<file path="config.mk">
export PLATFORM = sky130hd
export DESIGN_NAME = if_stage_flat
export DESIGN_NICKNAME = d
export VERILOG_FILES = /design/src/rtl/if_stage_if.sv /design/src/rtl/if_stage.sv /design/src/flat_wrapper.sv
export SDC_FILE = /design/constraint.sdc
export NUM_CORES = 1
export LEC_CHECK = 0
export BUFFER_PORTS_ARGS = -buffer_cell sky130_fd_sc_hd__buf_4
export CORE_ASPECT_RATIO = 1.2
export CORE_MARGIN = 3
export CORE_UTILIZATION = 34
export CTS_CLUSTER_DIAMETER = 50
export CTS_CLUSTER_SIZE = 12
export DETAILED_ROUTE_END_ITERATION = 10
export GPL_TIMING_DRIVEN = 0
export PLACE_DENSITY = 0.54
export SLEW_MARGIN = 20
export SYNTH_ARGS = -nofsm -noshare
export SYNTH_HDL_FRONTEND = slang
export SYNTH_SLANG_ARGS = --single-unit
</file>
<file path="constraint.sdc">
create_clock -name clk -period 2.8 [get_ports clk]
set_input_delay 0.56 -clock clk [delete_from_list [all_inputs] [get_ports clk]]
set_output_delay 0.56 -clock clk [all_outputs]
set_load 0.03 [all_outputs]
</file>
<file path="src/rtl/if_stage_if.sv">
// Fetch-stage bundle: downstream control, instruction-memory handshake and
// the registered {valid, inst, pc} output seen by decode.
interface if_stage_if #(
  parameter int DATA_WIDTH = 32
);
  logic                  stall_in;
  logic                  redirect_in;
  logic [DATA_WIDTH-1:0] redirect_pc_in;
  logic                  imem_req_out;
  logic [DATA_WIDTH-1:0] imem_addr_out;
  logic                  imem_gnt_in;
  logic                  imem_rvalid_in;
  logic [DATA_WIDTH-1:0] imem_rdata_in;
  logic                  if_valid_out;
  logic [DATA_WIDTH-1:0] if_inst_out;
  logic [DATA_WIDTH-1:0] if_pc_out;

  // The fetch stage itself.
  modport master (
    input  stall_in, redirect_in, redirect_pc_in,
    input  imem_gnt_in, imem_rvalid_in, imem_rdata_in,
    output imem_req_out, imem_addr_out,
    output if_valid_out, if_inst_out, if_pc_out
  );

  // Everything around it: instruction memory and the decode stage.
  modport slave (
    output stall_in, redirect_in, redirect_pc_in,
    output imem_gnt_in, imem_rvalid_in, imem_rdata_in,
    input  imem_req_out, imem_addr_out,
    input  if_valid_out, if_inst_out, if_pc_out
  );
endinterface

</file>
<file path="src/rtl/if_stage.sv">
// Instruction fetch stage: owns the PC, keeps a single request outstanding to
// instruction memory, and presents a registered {valid, inst, pc} to decode.
// Handles downstream stall (one-entry hold buffer) and redirect with squash
// of any in-flight fetch.
module if_stage #(
  parameter int                    DATA_WIDTH = 32,
  parameter logic [DATA_WIDTH-1:0] RESET_PC   = '0
) (
  input  logic        clk,
  input  logic        arst_n,
  if_stage_if.master  bus
);

  localparam logic [DATA_WIDTH-1:0] NOP     = DATA_WIDTH'(32'h0000_0013);
  localparam logic [DATA_WIDTH-1:0] PC_STEP = DATA_WIDTH'(4);

  // S_REQ: request out; S_WAIT: granted, awaiting rvalid;
  // S_HOLD: response captured while stalled (hold buffer occupied).
  typedef enum logic [1:0] {S_REQ, S_WAIT, S_HOLD} state_e;

  state_e                state_q, state_d;
  logic [DATA_WIDTH-1:0] pc_q, pc_d;
  logic                  drop_q, drop_d;
  logic [DATA_WIDTH-1:0] hold_inst_q, hold_inst_d;
  logic                  valid_q, valid_d;
  logic [DATA_WIDTH-1:0] inst_q, inst_d;
  logic [DATA_WIDTH-1:0] opc_q, opc_d;

  // Next-state, PC, drop flag, hold buffer and output bundle.
  always_comb begin
    // NOTE: every signal gets its hold value first so no path through the
    // case statements can leave one unassigned and infer a latch.
    state_d     = state_q;
    pc_d        = pc_q;
    drop_d      = drop_q;
    hold_inst_d = hold_inst_q;
    valid_d     = valid_q;
    inst_d      = inst_q;
    opc_d       = opc_q;

    if (bus.redirect_in) begin
      // Redirect overrides stall and every normal transition. The hold
      // buffer is emptied simply by leaving S_HOLD.
      pc_d    = bus.redirect_pc_in;
      valid_d = 1'b0;
      case (state_q)
        S_REQ: begin
          if (bus.imem_gnt_in) begin
            state_d = S_WAIT;
            drop_d  = 1'b1;
          end
        end
        S_WAIT: begin
          if (bus.imem_rvalid_in) begin
            state_d = S_REQ;
            drop_d  = 1'b0;
          end else begin
            drop_d  = 1'b1;
          end
        end
        default: state_d = S_REQ;
      endcase
    end else begin
      // When decode accepts, the bundle reloads; without fresh data it is a
      // bubble and inst/pc keep their previous values.
      if (!bus.stall_in) valid_d = 1'b0;
      case (state_q)
        S_REQ: begin
          if (bus.imem_gnt_in) state_d = S_WAIT;
        end
        S_WAIT: begin
          if (bus.imem_rvalid_in) begin
            if (drop_q) begin
              // Squashed fetch: refetch at the redirect target, no increment.
              drop_d  = 1'b0;
              state_d = S_REQ;
            end else if (!bus.stall_in) begin
              valid_d = 1'b1;
              inst_d  = bus.imem_rdata_in;
              opc_d   = pc_q;
              pc_d    = pc_q + PC_STEP;
              state_d = S_REQ;
            end else begin
              hold_inst_d = bus.imem_rdata_in;
              state_d     = S_HOLD;
            end
          end
        end
        S_HOLD: begin
          if (!bus.stall_in) begin
            valid_d = 1'b1;
            inst_d  = hold_inst_q;
            opc_d   = pc_q;
            pc_d    = pc_q + PC_STEP;
            state_d = S_REQ;
          end
        end
        default: state_d = S_REQ;
      endcase
    end
  end

  // State register; reset abandons any outstanding fetch.
  always_ff @(posedge clk or negedge arst_n) begin
    if (!arst_n) begin
      state_q     <= S_REQ;
      pc_q        <= RESET_PC;
      drop_q      <= 1'b0;
      hold_inst_q <= '0;
      valid_q     <= 1'b0;
      inst_q      <= NOP;
      opc_q       <= '0;
    end else begin
      // NOTE: non-blocking so every flop samples pre-edge values.
      state_q     <= state_d;
      pc_q        <= pc_d;
      drop_q      <= drop_d;
      hold_inst_q <= hold_inst_d;
      valid_q     <= valid_d;
      inst_q      <= inst_d;
      opc_q       <= opc_d;
    end
  end

  // Requests only in S_REQ, so never while the hold buffer is occupied.
  assign bus.imem_req_out  = (state_q == S_REQ);
  assign bus.imem_addr_out = pc_q;
  assign bus.if_valid_out  = valid_q;
  assign bus.if_inst_out   = inst_q;
  assign bus.if_pc_out     = opc_q;

endmodule

</file>
<file path="src/flat_wrapper.sv">
// flat-port wrapper written by rule: the top's interface ports become plain ports
module if_stage_flat 
#(
  parameter int                    DATA_WIDTH = 32,
  parameter logic [DATA_WIDTH-1:0] RESET_PC   = '0
)
  (clk, arst_n, bus_stall_in, bus_redirect_in, bus_redirect_pc_in, bus_imem_gnt_in, bus_imem_rvalid_in, bus_imem_rdata_in, bus_imem_req_out, bus_imem_addr_out, bus_if_valid_out, bus_if_inst_out, bus_if_pc_out);
  if_stage_if #(.DATA_WIDTH(DATA_WIDTH)) bus_i ();
  input  logic clk;
  input  logic arst_n;
  input wire logic [$bits(bus_i.stall_in)-1:0] bus_stall_in;
  input wire logic [$bits(bus_i.redirect_in)-1:0] bus_redirect_in;
  input wire logic [$bits(bus_i.redirect_pc_in)-1:0] bus_redirect_pc_in;
  input wire logic [$bits(bus_i.imem_gnt_in)-1:0] bus_imem_gnt_in;
  input wire logic [$bits(bus_i.imem_rvalid_in)-1:0] bus_imem_rvalid_in;
  input wire logic [$bits(bus_i.imem_rdata_in)-1:0] bus_imem_rdata_in;
  output wire logic [$bits(bus_i.imem_req_out)-1:0] bus_imem_req_out;
  output wire logic [$bits(bus_i.imem_addr_out)-1:0] bus_imem_addr_out;
  output wire logic [$bits(bus_i.if_valid_out)-1:0] bus_if_valid_out;
  output wire logic [$bits(bus_i.if_inst_out)-1:0] bus_if_inst_out;
  output wire logic [$bits(bus_i.if_pc_out)-1:0] bus_if_pc_out;
  assign bus_i.stall_in = bus_stall_in;
  assign bus_i.redirect_in = bus_redirect_in;
  assign bus_i.redirect_pc_in = bus_redirect_pc_in;
  assign bus_i.imem_gnt_in = bus_imem_gnt_in;
  assign bus_i.imem_rvalid_in = bus_imem_rvalid_in;
  assign bus_i.imem_rdata_in = bus_imem_rdata_in;
  assign bus_imem_req_out = bus_i.imem_req_out;
  assign bus_imem_addr_out = bus_i.imem_addr_out;
  assign bus_if_valid_out = bus_i.if_valid_out;
  assign bus_if_inst_out = bus_i.if_inst_out;
  assign bus_if_pc_out = bus_i.if_pc_out;
  if_stage #(.DATA_WIDTH(DATA_WIDTH), .RESET_PC(RESET_PC)) u_core (.clk(clk), .arst_n(arst_n), .bus(bus_i));
endmodule
</file>
==> results of run 1 <==
-- cell families (layout without fill, tap and decap cells) --
kind of cell / after synthesis / count (layout) / share of synthesized area
multiplexers: 102 / 102 / 0.1832
AND/OR/NAND/NOR: 133 / 133 / 0.1232
XOR/XNOR: 28 / 28 / 0.04057
AO/OA/AOI/OAI: 73 / 73 / 0.06811
flip-flops: 132 / 132 / 0.5471
buffers and inverters: 37 / 237 / 0.02960
adder cells (fa/ha/maj): 4 / 4 / 0.008280
-- report_power, final --
group          switching, uW  internal [uW]  total [uW]  leakage (uW)
sequential               446           2670        3120       0.00159
combinational           1890           1420        3310       0.00181
clock                    812           1440        2250      0.000290
total                   3150           5530        8680       0.00369
-- placed cells by master (no fill, tap or decap), types with 6 or more instances in the layout --
cell type,Yosys,routed
a21oi_1,36,36
and3_1,6,6
buf_2,14,14
buf_4,0,166
clkbuf_1,7,10
clkbuf_16,0,17
dfrtp_1,129,129
inv_1,10,10
mux2_2,69,69
mux2i_1,33,33
nand2_1,41,41
nand3_1,6,6
nand4_1,8,8
nor2_1,39,39
o21ai_0,17,17
o21ai_1,8,8
xnor2_1,20,20
xor2_1,8,8
-- registers in the layout, indices dropped and copies added, names as in the netlist --
register,count
u_core.bus.imem_addr_out,32
u_core.hold_inst_q,32
u_core.state_q,2
u_core.drop_q,1
u_core.bus.if_inst_out,32
u_core.bus.if_valid_out,1
u_core.bus.if_pc_out,32
-- path summary, 6_finish.rpt --
kind | slack (ns) | from | end | depth (start not counted)
worst max-delay path | 0.28 | u_core.state_q[1]$_DFFE_PN0P_ | u_core.bus.if_pc_out[29]$_DFFE_PN0P_ | 7
worst min-delay path | 0.04 | arst_n | u_core.bus.if_pc_out[9]$_DFFE_PN0P_ | 1
worst max register to register | 0.28 | u_core.state_q[1]$_DFFE_PN0P_ | u_core.bus.if_pc_out[29]$_DFFE_PN0P_ | 7
worst min register to register | 0.50 | u_core.hold_inst_q[15]$_DFFE_PN0P_ | u_core.hold_inst_q[15]$_DFFE_PN0P_ | 1
max in group asynchronous | 1.99 | arst_n | u_core.bus.if_inst_out[0]$_DFFE_PN1P_ | 2
min in group clk | 0.35 | bus_redirect_pc_in[25] | u_core.bus.imem_addr_out[25]$_DFFE_PN0P_ | 3
-- cell type report --
type                    count  share of cell area
clock buffers              22             0.05662
repair buffers            168              0.1572
multi-input cells         340              0.3121
inverters                  11            0.005037
well taps                 216             0.03297
flip-flops and latches    132              0.4034
plain buffers              26             0.01679
clock inverters            10             0.01587
-- per-layer routing --
| metal | up-vias | track usage | part of all wire |
|---|---|---|---|
| li1 | 2159 | - | - |
| met1 | 2242 | 0.1977 | 0.40 |
| met2 | 146 | 0.2720 | 0.50 |
| met3 | 12 | 0.06882 | 0.085 |
| met4 | 0 | 0.04095 | 0.0091 |
| met5 | - | 0 | 0 |
-- metrics by stage --
step                      instance area [um2]  setup slack (ns)  instances  power (uW)  hold slack (ns)
after floorplan                          6045            0.8230        509        5204           0.2644
after global placement                   7569            0.2406        892        6417           0.4863
after detailed placement                 7604            0.1977        893        6514           0.4932
after CTS                                8198            0.2245        925        8808          0.04977
after global routing                     8198            0.1230        925        9161          0.05261
final                                    8198            0.2810        925        8681          0.04462
==> results.md, run 1 <==
* RSZ-0062 raised after global routing: false
* Final worst path period share at 0.8997
* Syn Area/Cell at 11.88 um2
* Largest net degree at the start of global routing at 81
* Buf+Inv Stages, Crit Path at 3
* Slew headroom at 0.3630
* Max-slew violations at 0
* # fillers at 1608
* Row cnt at between 50 and 60
* Delay-heaviest family, CP: simple AND/OR/NAND/NOR gates
* # Post-CTS Setup Buffers at 0
* Final setup viols at 0
* Seq cells post-synth at between 100 and 150
* Cell Chain, Critical Path: inv_1, ha_1, buf_6, nor2b_1, nor3_1, buf_2, mux2_2
* ANT cells at 0
* Top post-synthesis cells by area: dfrtp_1 (53%), mux2_2 (13%), mux2i_1 (5.5%), a21oi_1 (3.0%), xnor2_1 (2.9%)
* Sequential-to-total area share from yosys stat at 0.5471
* Synthesized cell area at 6045 um2
* DRT antenna net count at 0
* CTS sink count at 132
* Max Cap Viol at 0
* I/O pin cnt at 168
* Crit. End Element: flip-flop
* Crit path launch type: flip-flop
* Via density at 4.929
* FMAX at around 400 MHz
* Nets at 770
* First-pass GRT wire length at 25340 um
* Yosys Warn Count at 0
* Worst IR drop on VDD at 0.4625 mV
* Slowest stage cell on the critical path: nor3_1
* PwrDens at ~1100 nW/um2
* Area Overhead vs Synth at 35.62%
* CTS Root Cell: clkbuf_16
* Post-CTS Hold Buffers at 0
* CTS Buffer Depth at 2
* Post-synth top area cell: dfrtp_1
* Via count at 4559
* Vias in the first global route at 4835
* Number of gates resized after cts at 0
* Initial drt markers at around 190
* Worst setup path class: flip-flop to flip-flop
* Multi-input gate area at ~2600 um2
* Port bufs at 167
* DRT Pass-1 Iters at 4
* Initial antenna violation count at 0
* Hold WC Path Type: input port to asynchronous set/reset pin
* Synth unique cells at 49
* Status: complete, no violations
* Core box area at between 15000 and 20000 um2
* Post-Route WL at approximately 16000 um
* WL/cell at 16.84 um
* Syn Inst Count at 509
* Post-DP HPWL at ~12000 um
* CTS Buf Count at 17
* CTS tree: done
* Post-synth top cells: dfrtp_1 (129), mux2_2 (69), nand2_1 (41)
* Most common cell in the synthesized netlist: dfrtp_1
* Global route overflow at 0
* GRT Util Overall at 0.1641
* Main synth FF type: dfrtp_1
* Post-layout util at 0.4773
* Die ar. at 19420 um2
* Die width at 127.7 um
* Worst EP arrival at 2.81 ns
* Worst Clk Skew at 0.007171 ns
* Leak Pwr at about 0.0037 uW
* FF/Latch Area at 3307 um2
* Residual DRC count at 0
* Post-synth ARST share at 1.000
* Crit-path max FO at 10
* Initial core utilization at 0.3519
* Clock Latency Late Sink at 0.41 ns
* Die height at 152.1 um
* Post-synth EDFFs at 0
* WP data required at 3.09 ns
* Synth top area share at 0.5341
* Min Tclk post-route at roughly 2.5 ns
* Worst-margin pin slew at about 0.95 ns
* Final Wtd Congestion at 0.7652
* Clk pin slew, worst setup/hold paths at 0.06 ns
* Hold Vio Cnt, Final at 0
* Fraction of layout cells with a size suffix above 1 at 0.4245
* Syn Nets at slightly below 600
* Htree depth at 4
* Slowest cell delay on critical path at ~0.73 ns
* Final setup TNS at 0 ns
No activity file was read; power rests on OpenSTA's default activity.
==> run 2: changes to the inputs <==
--- a/config.mk
+++ b/config.mk
@@ -14,6 +14,7 @@
 export DETAILED_ROUTE_END_ITERATION = 10
 export GPL_TIMING_DRIVEN = 0
 export PLACE_DENSITY = 0.54
+export RECOVER_POWER = 100
 export SLEW_MARGIN = 20
 export SYNTH_ARGS = -nofsm -noshare
 export SYNTH_HDL_FRONTEND = slang
==> run 2 against run 1 <==
Cell area fell by 5.3%. Critical path type unchanged. Hold slack better by 0.30 ns. Core utilization decreased by 2.5 points. Non-clock buffer count did not move. Highest routed layer unchanged.
==> results.md, run 2 (synthesized netlist as in run 1, its figures left out) <==
* Clock Latency Late Sink at 0.42 ns (about the same)
* I/O pin cnt at 168 (unchanged)
* Port bufs at 167 (unchanged)
* Slowest stage cell on the critical path: a211oi_1
* Initial drt markers at 171 (-11%)
* Initial core utilization at 0.3519 (unchanged)
* RSZ-0062 raised after global routing: false
* Internal power at 5091 uW (-8.0%)
* First-pass GRT wire length at 25340 um (unchanged)
* Final Wtd Congestion at 0.7652 (unchanged)
* Endpoint with the worst hold slack: u_core.drop_q$_DFFE_PN0P_
* Hold path start: bus_imem_gnt_in
* Max-slew violations at 0 (unchanged)
* Via density at 4.912 (-0.33%)
* Switching pwr at 3130 uW (-0.57%)
* Slew headroom at 0.06541 (-0.2976)
* Crit-path max FO at 8 (-2)
* DRT Pass-1 Iters at 4 (unchanged)
* # Post-CTS Setup Buffers at 0 (unchanged)
* WP data required at 3.10 ns (about the same)
* Worst setup path class: flip-flop to flip-flop
* Max Cap Viol at 0 (unchanged)
* PwrDens at 1059 nW/um2 (about the same)
* CTS Root Cell: clkbuf_16
* Clk pin slew, worst setup/hold paths at 0.06 ns (about the same)
* Fraction of layout cells with a size suffix above 1 at 0.2722 (-0.1523)
* Row cnt at 52 (unchanged)
* CTS sink count at 132 (unchanged)
* Status: complete, no violations
* Clk network pwr share at 0.273 (+0.014)
* Logic gate share of total power at 0.349 (-0.033)
* Global route overflow at 0 (unchanged)
* Vias in the first global route at 4835 (unchanged)
* Post-CTS Hold Buffers at 0 (unchanged)
* Initial antenna violation count at 0 (unchanged)
* DRT antenna net count at 0 (unchanged)
* WL/cell at 16.96 um (+0.67%)
* CTS Buf Count at 17 (unchanged)
* Reg2Reg Setup Slack at 0.24 ns (-0.04 ns)
* Worst IR drop on VDD at 0.4204 mV (-9.1%)
* ANT cells at 0 (unchanged)
* CTS Buffer Depth at 2 (unchanged)
* Hold Vio Cnt, Final at 0 (unchanged)
* Slowest cell delay on critical path at 0.66 ns (-0.07 ns)
* Area Overhead vs Synth at 28.38%
* R2R depth at 8 (+1)
* FMAX at 390.2 MHz (-1.7%)
* GRT Util Overall at 0.1641 (unchanged)
* Htree depth at 4 (unchanged)
* Leak Pwr at 0.003274 uW (-11%)
* Nets at 770 (unchanged)
* Post-DP HPWL at 11670 um (unchanged)
* Final worst path period share at 0.9153 (+0.01568)
* Die width at 127.7 um (unchanged)
* Worst Clk Skew at 0.007467 ns (+0.0002960 ns)
* Final setup TNS at 0 ns (unchanged)
* Final setup viols at 0 (unchanged)
* Worst-margin pin slew at 1.402 ns (+0.4537 ns)
* Post-Route WL at 15690 um (+0.67%)
* Commonest non-fill, non-tap cell in the layout: dfrtp_1
* Largest net degree at the start of global routing at 81 (unchanged)
* Die ar. at 19420 um2 (unchanged)
* Core box area at 17180 um2 (unchanged)
* Via count at 4544 (-0.33%)
* Seq pwr share at 0.377 (+0.018)
* CTS tree: done
* Worst R2R Start: u_core.state_q[0]$_DFFE_PN0P_
* Min Tclk post-route at 2.563 ns (+0.04390 ns)
* Die height at 152.1 um (unchanged)
* Commonest non-fill, non-tap cells in the layout: dfrtp_1 (129), clkbuf_1 (114), mux2_2 (69)
* Worst EP arrival at 2.86 ns (+0.05 ns)
* Crit. End Element: flip-flop
* Design Power at 8221 uW (-5.3%)
* Number of gates resized after cts at 0 (unchanged)
* Residual DRC count at 0 (unchanged)
* Reg-to-reg endpoint: u_core.bus.imem_addr_out[19]$_DFFE_PN0P_
* Hold WC Path Type: input port to flip-flop
* Crit path launch type: flip-flop
* Sw Share at 0.3807 (+0.01809)
* Cell Chain, Critical Path: inv_1, ha_1, clkbuf_1, nand2b_4, a211oi_1, nand3_1, xnor2_1, mux2_2
* Hold-critical path depth at 2
run 2: critical path, delay by kind of cell (launching register included):
family | cells | cell delay (ns)
buf+inv | 2 | 0.52
compound gates | 1 | 0.66
flops | 1 | 0.40
xor+xnor | 1 | 0.16
simple gates | 2 | 0.30
fa+ha+maj | 1 | 0.15
mux | 1 | 0.26
run 2: power groups by stage:
stage               registers, uW  clock network [uW]  logic [uW]
floorplan                    4080                   0        1120
global placement             3110                   0        3310
detailed placement           3150                   0        3370
CTS                          3130                2310        3370
global route                 3200                2390        3110
finish                       3100                2250        2870
run 2: worst max path at each step:
stage / startpoint / endpoint / slack [ns] / depth (start not counted)
floorplan: u_core.state_q[1]$_DFFE_PN0P_ / u_core.bus.imem_addr_out[26]$_DFFE_PN0P_ / 0.82 / 9
global placement: bus_imem_rvalid_in / u_core.bus.if_pc_out[3]$_DFFE_PN0P_ / 0.24 / 7
detailed placement: bus_imem_rvalid_in / u_core.bus.if_pc_out[29]$_DFFE_PN0P_ / 0.20 / 7
CTS: u_core.state_q[1]$_DFFE_PN0P_ / u_core.bus.if_pc_out[29]$_DFFE_PN0P_ / 0.22 / 7
global route: u_core.state_q[0]$_DFFE_PN0P_ / u_core.bus.if_inst_out[21]$_DFFE_PN0P_ / 0.06 / 10
finish: u_core.state_q[0]$_DFFE_PN0P_ / u_core.bus.imem_addr_out[19]$_DFFE_PN0P_ / 0.24 / 8
run 2: area by class of cell:
cell class / instances / area (um2)
buffer: 26 / 132.6
clock inverter: 10 / 130.1
tap: 216 / 270.3
fill: 1737 / 9417
clock buffer: 22 / 464.2
timing repair buffer: 168 / 907.1
multi-input combinational: 340 / 2507
inverter: 11 / 41.29
sequential: 132 / 3307
run 2: through the flow:
stage / hold slack, ns / util / worst slack (ns) / area, um2 / instances
6_report: 0.3475 / 0.4518 / 0.2371 / 7760 / 925
5_1_grt: 0.3359 / 0.4518 / 0.06358 / 7760 / 925
4_1_cts: 0.04977 / 0.4773 / 0.2245 / 8198 / 925
3_5_place_dp: 0.4932 / 0.4427 / 0.1977 / 7604 / 893
3_3_place_gp: 0.4863 / 0.4406 / 0.2406 / 7569 / 892
2_1_floorplan: 0.2644 / - / 0.8230 / 6045 / 509
run 2: routing by layer:
| metal | routed length [um] | GRT usage | part of all wire |
|---|---|---|---|
| met5 | 0 | 0 | 0 |
| met4 | 159 | 0.04095 | 0.010 |
| met3 | 1373 | 0.06882 | 0.088 |
| met2 | 7745 | 0.2720 | 0.49 |
| met1 | 6406 | 0.1977 | 0.41 |
